$ cat src/rtl/cycle_delay_line.sv
// Programmable-latency launch path: a word sampled on one edge is re-issued from q_out dly_r edges later.
// Optional DLY_SPECIFY_EN adds a simulation-only specify block (CLK2Q on q_out/out_valid).
module cycle_delay_line #(
  parameter int N       = 8,
  parameter int MAX_DLY = 16,
  parameter int DEF_DLY = 1,
  parameter int DLY_W   = $clog2(MAX_DLY) + 1
) (
  input  logic             clk,
  input  logic             rst,
  input  logic             cfg_load,
  input  logic [DLY_W-1:0] dly_cfg,
  input  logic             in_valid,
  input  logic [N-1:0]     d_in,
  output logic             out_valid,
  output logic [N-1:0]     q_out,
  output logic             primed,
  output logic             cfg_err
);

  localparam int PTR_W = $clog2(MAX_DLY);

  typedef enum logic {FILL, RUN} state_t;

  state_t             state, state_nxt;
  logic [DLY_W-1:0]   dly_r, fill_cnt, fill_nxt;
  logic [DLY_W-1:0]   dly_clamped;
  logic               clamp_err;
  logic [PTR_W-1:0]   wr_ptr, rd_idx;
  logic [DLY_W:0]     rd_sum;
  logic [MAX_DLY-1:0] tag;
  logic [N-1:0]       mem [MAX_DLY];
  logic               rd_vld;
  logic [N-1:0]       rd_dat;

  always_comb begin
    dly_clamped = dly_cfg;
    clamp_err   = 1'b0;
    if (dly_cfg == '0) begin
      dly_clamped = DLY_W'(1);
      clamp_err   = 1'b1;
    end else if (dly_cfg > DLY_W'(MAX_DLY)) begin
      dly_clamped = DLY_W'(MAX_DLY);
      clamp_err   = 1'b1;
    end
  end

  // Output register loads the word written dly_r-1 edges ago; at dly_r=1 that is
  // the word being written now, so it bypasses the buffer.
  always_comb begin
    rd_sum = (DLY_W+1)'(wr_ptr) + (DLY_W+1)'(MAX_DLY + 1) - (DLY_W+1)'(dly_r);
    if (rd_sum >= (DLY_W+1)'(MAX_DLY))
      rd_sum = rd_sum - (DLY_W+1)'(MAX_DLY);
    rd_idx = PTR_W'(rd_sum);
    if (rd_idx == wr_ptr) begin
      rd_vld = in_valid;
      rd_dat = d_in;
    end else begin
      rd_vld = tag[rd_idx];
      rd_dat = mem[rd_idx];
    end
  end

  always_comb begin
    state_nxt = state;
    fill_nxt  = fill_cnt;
    if (cfg_load) begin
      state_nxt = FILL;
      fill_nxt  = '0;
    end else if (state == FILL) begin
      if (fill_cnt == dly_r - DLY_W'(1))
        state_nxt = RUN;
      else
        fill_nxt = fill_cnt + DLY_W'(1);
    end
  end

  always_ff @(posedge clk) begin
    if (rst) begin
      state     <= FILL;
      fill_cnt  <= '0;
      dly_r     <= DLY_W'(DEF_DLY);
      tag       <= '0;
      wr_ptr    <= '0;
      out_valid <= 1'b0;
      q_out     <= '0;
      cfg_err   <= 1'b0;
    end else begin
      state    <= state_nxt;
      fill_cnt <= fill_nxt;
      wr_ptr   <= (wr_ptr == PTR_W'(MAX_DLY - 1)) ? '0 : wr_ptr + PTR_W'(1);
      if (cfg_load) begin
        dly_r     <= dly_clamped;
        tag       <= '0;
        out_valid <= 1'b0;
        cfg_err   <= cfg_err | clamp_err;
      end else begin
        tag[wr_ptr] <= in_valid;
        out_valid   <= rd_vld;
        if (rd_vld)
          q_out <= rd_dat;
      end
    end
  end

  always_ff @(posedge clk) begin
    if (!rst && !cfg_load && in_valid)
      mem[wr_ptr] <= d_in;
  end

  assign primed = (state == RUN);

`ifdef DLY_SPECIFY_EN
  specify
    specparam CLK2Q = 3;
    (posedge clk => (q_out +: d_in)) = CLK2Q;
    (posedge clk => (out_valid +: in_valid)) = CLK2Q;
  endspecify
`else
`endif

endmodule
$ cat config.mk
export PLATFORM = sky130hd
export DESIGN_NAME = cycle_delay_line
export DESIGN_NICKNAME = d
export VERILOG_FILES = /design/src/rtl/cycle_delay_line.sv
export SDC_FILE = /design/constraint.sdc
export NUM_CORES = 1
export LEC_CHECK = 0
export ABC_AREA = 1
export CORE_MARGIN = 5
export CORE_UTILIZATION = 45
export CTS_BUF_LIST = sky130_fd_sc_hd__clkbuf_8
export CTS_CLUSTER_SIZE = 40
export DETAILED_ROUTE_END_ITERATION = 8
export GPL_TIMING_DRIVEN = 1
export MAX_ROUTING_LAYER = met4
export PLACE_DENSITY = 0.74
export SETUP_SLACK_MARGIN = 0.05
export SYNTH_ARGS = -nofsm -noshare
export SYNTH_HDL_FRONTEND = slang
export SYNTH_SLANG_ARGS = --single-unit
$ cat constraint.sdc
create_clock -name clk -period 2.9 [get_ports clk]
set_clock_uncertainty 0.05 [all_clocks]
set_input_delay 0.58 -clock clk [delete_from_list [all_inputs] [get_ports clk]]
set_output_delay 0.58 -clock clk [all_outputs]
set_load 0.02 [all_outputs]
==> impl_metrics.csv, run 1 <==
group,metric,value,unit
min_path,hold_class,"flop to flop",
clocking,cts_buffers,17,
floorplan,die_area,20200,um2
timing,slew-limit-headroom,51.8,%
drt,drt-total-wl,16700,um
setup_path,crit_family,"adder cells",
timing,worst_pin_slew,0.720,ns
timing,whs,0.426,ns
synthesis,ys_warn_count,0,
setup_path,cpPeakStageDelay,0.58,ns
synthesis,netlist_instances,863,
timing,rsz0062_at_grt,"no",
final_layout,syn_to_final_growth,12.6,%
floorplan,fp.dieW,142,um
drt,vias_per_cell,4.93,
setup_path,critPathBufInv,3,
setup_path,critPathKind,"flop to flop",
power,switching_share,29.1,%
power,ir_drop,0.289,mV
clocking,cts-root-buf,"clkbuf_8",
placed_design,dp_hpwl,11000,um
floorplan,die_h,142,um
global_routing,gr-total-overflow,0,
floorplan,ios,28,
synthesis,netlist.area_leader.share,48.9,%
final_layout,layout.nets,934,
timing,fmax,0.377,GHz
floorplan,rows,48,
synthesis,syn_area,7860,um2
power,seq_power_share,49.3,%
synthesis,synthesis.nets,893,
synthesis,yosysSeqAreaShare,59.4,%
synthesis,ys_dominant_reg_cell,"edfxtp_1",
global_routing,grt_pass1_vias,5315,
synthesis,ys_top_cells_by_area,"edfxtp_1 (49%), nand2_1 (14%), dfxtp_1 (10%), nand3_1 (6.4%), inv_1 (6.0%)",
final_layout,drive_gt1_share,11.1,%
drt,antenna_left,0,
power,p_sw,1.58,mW
timing,setup_viol,0,
timing,hold_viol_final,0,
clocking,post_cts_buffers,0,
setup_path,worst-path-max-fanout,17,
setup_path,worstPathArrival,3.00,ns
power,p_leak,3.84,nW
drt,remaining_drc_errors,0,
job,cap_violations,0,
setup_path,cp.required,3.25,ns
floorplan,placeableCoreArea,17200,um2
power,p_per_area,615,nW/um2
final_layout,fin_cells,1142,
power,p_clk_share,30.8,%
run_status,status,"complete, no violations",
power,intPower,3.86,mW
drt,drt-wirelength-per-cell,14.7,um
global_routing,grt_first_pass_wirelength,27100,um
clocking,clk_latency,0.47,ns
synthesis,yosysMostFrequentCell,"nand2_1",
drt,dr.pass1.iters,4,
setup_path,slowest_stage,"fa_2",
timing,finalMaxSlewViolations,0,
placed_design,dp.cells,1110,
floorplan,initial_core_util,45.6,%
clocking,cts_tree,"built",
power,p_comb_share,19.9,%
clocking,clk_pin_slew_worst_paths,0.09,ns
drt,drtIter0Drc,467,
setup_path,critPathLaunchType,"flop",
synthesis,synth_seq_cells,169,
timing,finalWorstSetupSlack,0.251,ns
clocking,clockBufferDepth,2,
synthesis,synth-edff-count,128,
setup_path,crit_chain,"inv_1 > ha_1 > inv_1 > ha_1 > inv_1 > fa_2 > xor2_1 > and2_4 > nand2_1 > nand3_2 > nand2_4 > nand2_1 > nand2_1 > nor2_1",
placed_design,gp_routability_congestion,0.840,
clocking,clock-sinks,169,
synthesis,ys_types,34,
synthesis,ys_top_cells_by_count,"nand2_1 (298), edfxtp_1 (128), inv_1 (125)",
timing,fin_tns_setup,0,ns
clocking,htreeDepth,4,
final_layout,n_antenna_cell,0,
global_routing,grtUsageTotal,17.8,%
placed_design,dp_slack,0.181,ns
global_routing,antenna_found_initial,0,
setup_path,critPathCaptureType,"flop",
synthesis,syn_area_per_cell,9.10,um2
synthesis,ys_async_sr_fraction,0,%
placed_design,io_buffers,27,
timing,fin_crit,2.65,ns
synthesis,yosysTopAreaCell,"edfxtp_1",
global_routing,grt_start_max_net_pins,74,
drt,vias,5628,
timing,period_share,91.4,%
## power by group through the flow
stage	Sequential, mW	Clock [mW]	Combinational (mW)
4_1_cts	2.68	1.70	1.08
6_report	2.68	1.68	1.09
5_1_grt	2.69	1.81	1.21
2_1_floorplan	2.77	0	0.725
3_3_place_gp	2.74	0	1.07
3_5_place_dp	2.74	0	1.08
## kinds of logic after synthesis
family,Yosys count,synth area share [%]
AOI/OAI and AO/OA,34,2.99
xor gates and xnor gates,12,1.34
adders and majority gates,13,2.17
buffers and inverters,165,8.97
DFF,169,59.4
and+or+nand+nor,470,25.2
## registers in the layout (all words and copies together), names as in the netlist
| signal | flops |
|---|---|
| q_out | 8 |
| tag | 16 |
| primed | 1 |
| dly_r | 5 |
| mem | 128 |
| wr_ptr | 4 |
| out_valid | 1 |
| cfg_err | 1 |
| fill_cnt | 5 |
## worst reg2reg max path, cell delays in order, from the launching register on
cell and delay [ns]:
dfxtp_2 0.37, inv_1 0.10, ha_1 0.27, inv_1 0.06
ha_1 0.13, inv_1 0.05, fa_2 0.58, xor2_1 0.22
and2_4 0.20, nand2_1 0.06, nand3_2 0.09, nand2_4 0.15
nand2_1 0.11, nand2_1 0.05, nor2_1 0.10
## stage by stage
step                power, mW  instance area [um2]  utilization (%)
finish                   5.44                 8850             51.3
global route             5.71                 8850             51.3
CTS                      5.47                 8830             51.3
detailed placement       3.82                 8440             49.0
global placement         3.80                 8440             49.0
floorplan                3.49                 7860                -
## path summary, 6_finish.rpt
path                                            from               endpoint  slack [ns]  cells past startpoint
worst max-delay path            wr_ptr[1]$_SDFF_PP0_  q_out[4]$_SDFFE_PP0P_        0.25                     14
worst min-delay path            cfg_err$_SDFFE_PP0P_   cfg_err$_SDFFE_PP0P_        0.43                      2
worst max register to register  wr_ptr[1]$_SDFF_PP0_  q_out[4]$_SDFFE_PP0P_        0.25                     14
worst min register to register  cfg_err$_SDFFE_PP0P_   cfg_err$_SDFFE_PP0P_        0.43                      2
## cell usage in the layout (no fill, tap or decap), drive strengths merged, types with 12 or more instances in the layout
cell and n:
nand2 303, nor2 58, clkdlybuf4s50 27, nand3 103, buf 27, clkbuf 17, a31o 16, ha 12
edfxtp 128, inv 136, dfxtp 41
## area by class of cell
type | instances | area [um2]
clock inverter | 15 | 161
sequential | 169 | 4670
inverter | 133 | 507
timing repair buffer | 54 | 498
multi-input combinational | 529 | 2500
clock buffer | 17 | 234
fill | 1509 | 8390
tap | 225 | 282
## per-layer routing
metal / GRT usage, % / up-vias / wire (um)
met1: 22.5 / 2676 / 7380
met5: - / - / 0
met4: 4.04 / 0 / 148
met3: 3.83 / 16 / 728
li1: - / 2825 / -
met2: 29.7 / 111 / 8490
## timing repair
action,4_1_cts,5_1_grt
setup endpoints to repair,0,8
hold buffers,0,0
resized for setup,0,5
No activity file was read; power rests on OpenSTA's default activity.
==> run 2, diff against run 1 <==
Settings changed: RECOVER_POWER from default to 25, SLEW_MARGIN from default to 5.
Clock period 2.9 ns to 3 ns, I/O delays scaled along.
==> run 2 against run 1 <==
Net effect:
- sequential power is 3% lower
- combinational power down 4%
- clock-buffer cell count up 2
- sequential cell count is the same
- design area rose by 0.71%
- sequential share of layout area shrank 0.37 points
- utilization rose by 0.36 points
- first-iteration DRC count grew 6.2%
- register-to-register slack better by 0.08 ns
- die area unchanged
- non-clock buffer count down 2
- critical path type unchanged
- highest routed layer unchanged
==> impl_metrics.csv, run 2 (synthesis gave the netlist of run 1 again) <==
group,metric,value,unit
run_status,status,"complete, no violations",
power,total_power,5.48,mW
drt,vias,5640,
drt,drt-met1-wl,7380,um
final_layout,n_antenna_cell,0,
drt,remaining_drc_errors,0,
job,cap_violations,0,
placed_design,io_buffers,27,
final_layout,reg_top3,"mem x128, tag x16, q_out x8",
floorplan,placeableCoreArea,17200,um2
setup_path,reg2reg_depth,14,
setup_path,crit_top_cell,"inv_1",
final_layout,layout_commonest_cell,"nand2_1",
setup_path,slowest_stage,"fa_1",
placed_design,placed_area,8450,um2
clocking,clk_latency,0.46,ns
setup_path,worst_r2r_startpoint,"wr_ptr[1]$_SDFF_PP0_",
clocking,post_cts_buffers,0,
setup_path,critPathKind,"flop to flop",
global_routing,gr-total-overflow,0,
drt,vias_per_cell,4.95,
power,p_leak,3.87,nW
setup_path,cp.required,3.31,ns
placed_design,dp_hpwl,11100,um
min_path,min_from,"tag[5]$_SDFFE_PP0P_",
clocking,cts_buffers,17,
clocking,cts-resized-gates,0,
timing,fin_crit,2.67,ns
drt,dr.pass1.iters,7,
timing,whs,0.441,ns
timing,fmax,0.374,GHz
clocking,clk_pin_slew_worst_paths,0.09,ns
setup_path,crit_chain,"inv_1 > ha_1 > inv_1 > ha_1 > inv_1 > fa_1 > buf_4 > nand3_1 > nand3_1 > nand3_2 > nand2_4 > nand2_1 > nand2_1 > nor2_2",
final_layout,largest_register_ffs,128,
drt,wl_met2,8500,um
setup_path,critPathCaptureType,"flop",
final_layout,top_register,"mem",
floorplan,fp.dieW,142,um
drt,drt-wirelength-per-cell,14.9,um
final_layout,fin_area,8910,um2
floorplan,die_area,20200,um2
global_routing,grt_first_pass_wirelength,27000,um
timing,rsz0062_at_grt,"no",
timing,period_share,89.1,%
power,p_per_area,615,nW/um2
power,ir_drop,0.257,mV
clocking,htreeDepth,4,
min_path,hold_class,"flop to flop",
final_layout,layout.nets,932,
setup_path,worst-path-max-fanout,18,
timing,finalMaxSlewViolations,0,
global_routing,grt_start_max_net_pins,74,
timing,setup_viol,0,
setup_path,critPathLaunchType,"flop",
setup_path,cpPeakStageDelay,0.55,ns
timing,fin_tns_setup,0,ns
final_layout,final_cell_mix,"nand2_1 (298), edfxtp_1 (128), inv_1 (126)",
floorplan,rows,48,
global_routing,antenna_found_initial,0,
drt,drt-total-wl,16900,um
timing,slew-limit-headroom,50.0,%
placed_design,dp.cells,1108,
clocking,cts_tree,"built",
floorplan,die_h,142,um
clocking,cts-root-buf,"clkbuf_8",
final_layout,syn_to_final_growth,13.4,%
timing,hold_viol_final,0,
drt,wl_met3,899,um
clocking,postCtsHoldBufs,0,
clocking,clockBufferDepth,2,
drt,topRoutingLayerUsed,"met4",
final_layout,drive_gt1_share,10.9,%
floorplan,initial_core_util,45.6,%
setup_path,rr_endpoint,"q_out[0]$_SDFFE_PP0P_",
drt,drtIter0Drc,496,
min_path,hold_end,"tag[5]$_SDFFE_PP0P_",
final_layout,fin_cells,1140,
setup_path,rrSetupSlack,0.33,ns
min_path,whs_path_depth,1,
floorplan,ios,28,
drt,antenna_left,0,
placed_design,gp_routability_congestion,0.880,
setup_path,worstPathArrival,2.98,ns
global_routing,grtUsageTotal,17.6,%
timing,worst_pin_slew,0.748,ns
clocking,clock-sinks,169,
global_routing,grt_pass1_vias,5197,
## run 2: changes by cell type in the layout (fill, tap and decap cells not counted), sizes merged
cell | previous run | this run
clkdlybuf4s50 | 27 | 22
clkbuf | 17 | 20
clkinvlp | 2 | 0
inv | 136 | 135
clkinv | 7 | 6
dlygate4sd3 | 0 | 5
bufinv | 3 | 5
buf | 27 | 24
## run 2: critical path, delay by kind of cell (launching register included)
family	cells	cell delay [ns]
and+or+nand+nor	7	0.73
buffers and inverters	4	0.45
adders and majority gates	3	0.97
DFF	1	0.37
## run 2: worst max-delay path by stage
stage / from / to / depth (start not counted)
floorplan: wr_ptr[1]$_SDFF_PP0_ / q_out[5]$_SDFFE_PP0P_ / 15
global placement: wr_ptr[1]$_SDFF_PP0_ / q_out[5]$_SDFFE_PP0P_ / 14
detailed placement: wr_ptr[1]$_SDFF_PP0_ / q_out[6]$_SDFFE_PP0P_ / 14
CTS: wr_ptr[1]$_SDFF_PP0_ / q_out[6]$_SDFFE_PP0P_ / 14
global route: wr_ptr[1]$_SDFF_PP0_ / q_out[7]$_SDFFE_PP0P_ / 19
finish: wr_ptr[1]$_SDFF_PP0_ / q_out[0]$_SDFFE_PP0P_ / 14
## run 2: cell type report
class | instances | area, um2
flip-flops and latches | 169 | 4670
inverters | 133 | 505
clock buffers | 19 | 262
multi-input cells | 529 | 2500
well taps | 225 | 282
repair buffers | 52 | 504
clock inverters | 13 | 196
fillers | 1544 | 8320
## run 2: report_power, final
| part | switching [mW] | internal [mW] |
|---|---|---|
| clock | 0.809 | 1.03 |
| combinational | 0.688 | 0.364 |
| sequential | 0.0317 | 2.56 |
## run 2: per-layer routing
layer,GRT usage (%),vias up
met5,-,-
met4,4.09,0
met3,3.16,18
met2,29.3,163
met1,22.5,2637
li1,-,2822
## run 2: through the flow
stage | util (%) | setup slack [ns]
floorplan | - | 0.508
global placement | 49.0 | 0.384
detailed placement | 49.0 | 0.302
CTS | 51.7 | 0.256
global route | 51.7 | 0.0503
finish | 51.7 | 0.326
==> run 3, diff against run 2 <==
Settings changed: SLEW_MARGIN 5 to 20.
==> results of run 3 <==
No change in the layout: final DEF, timing and power equal those of run 2.
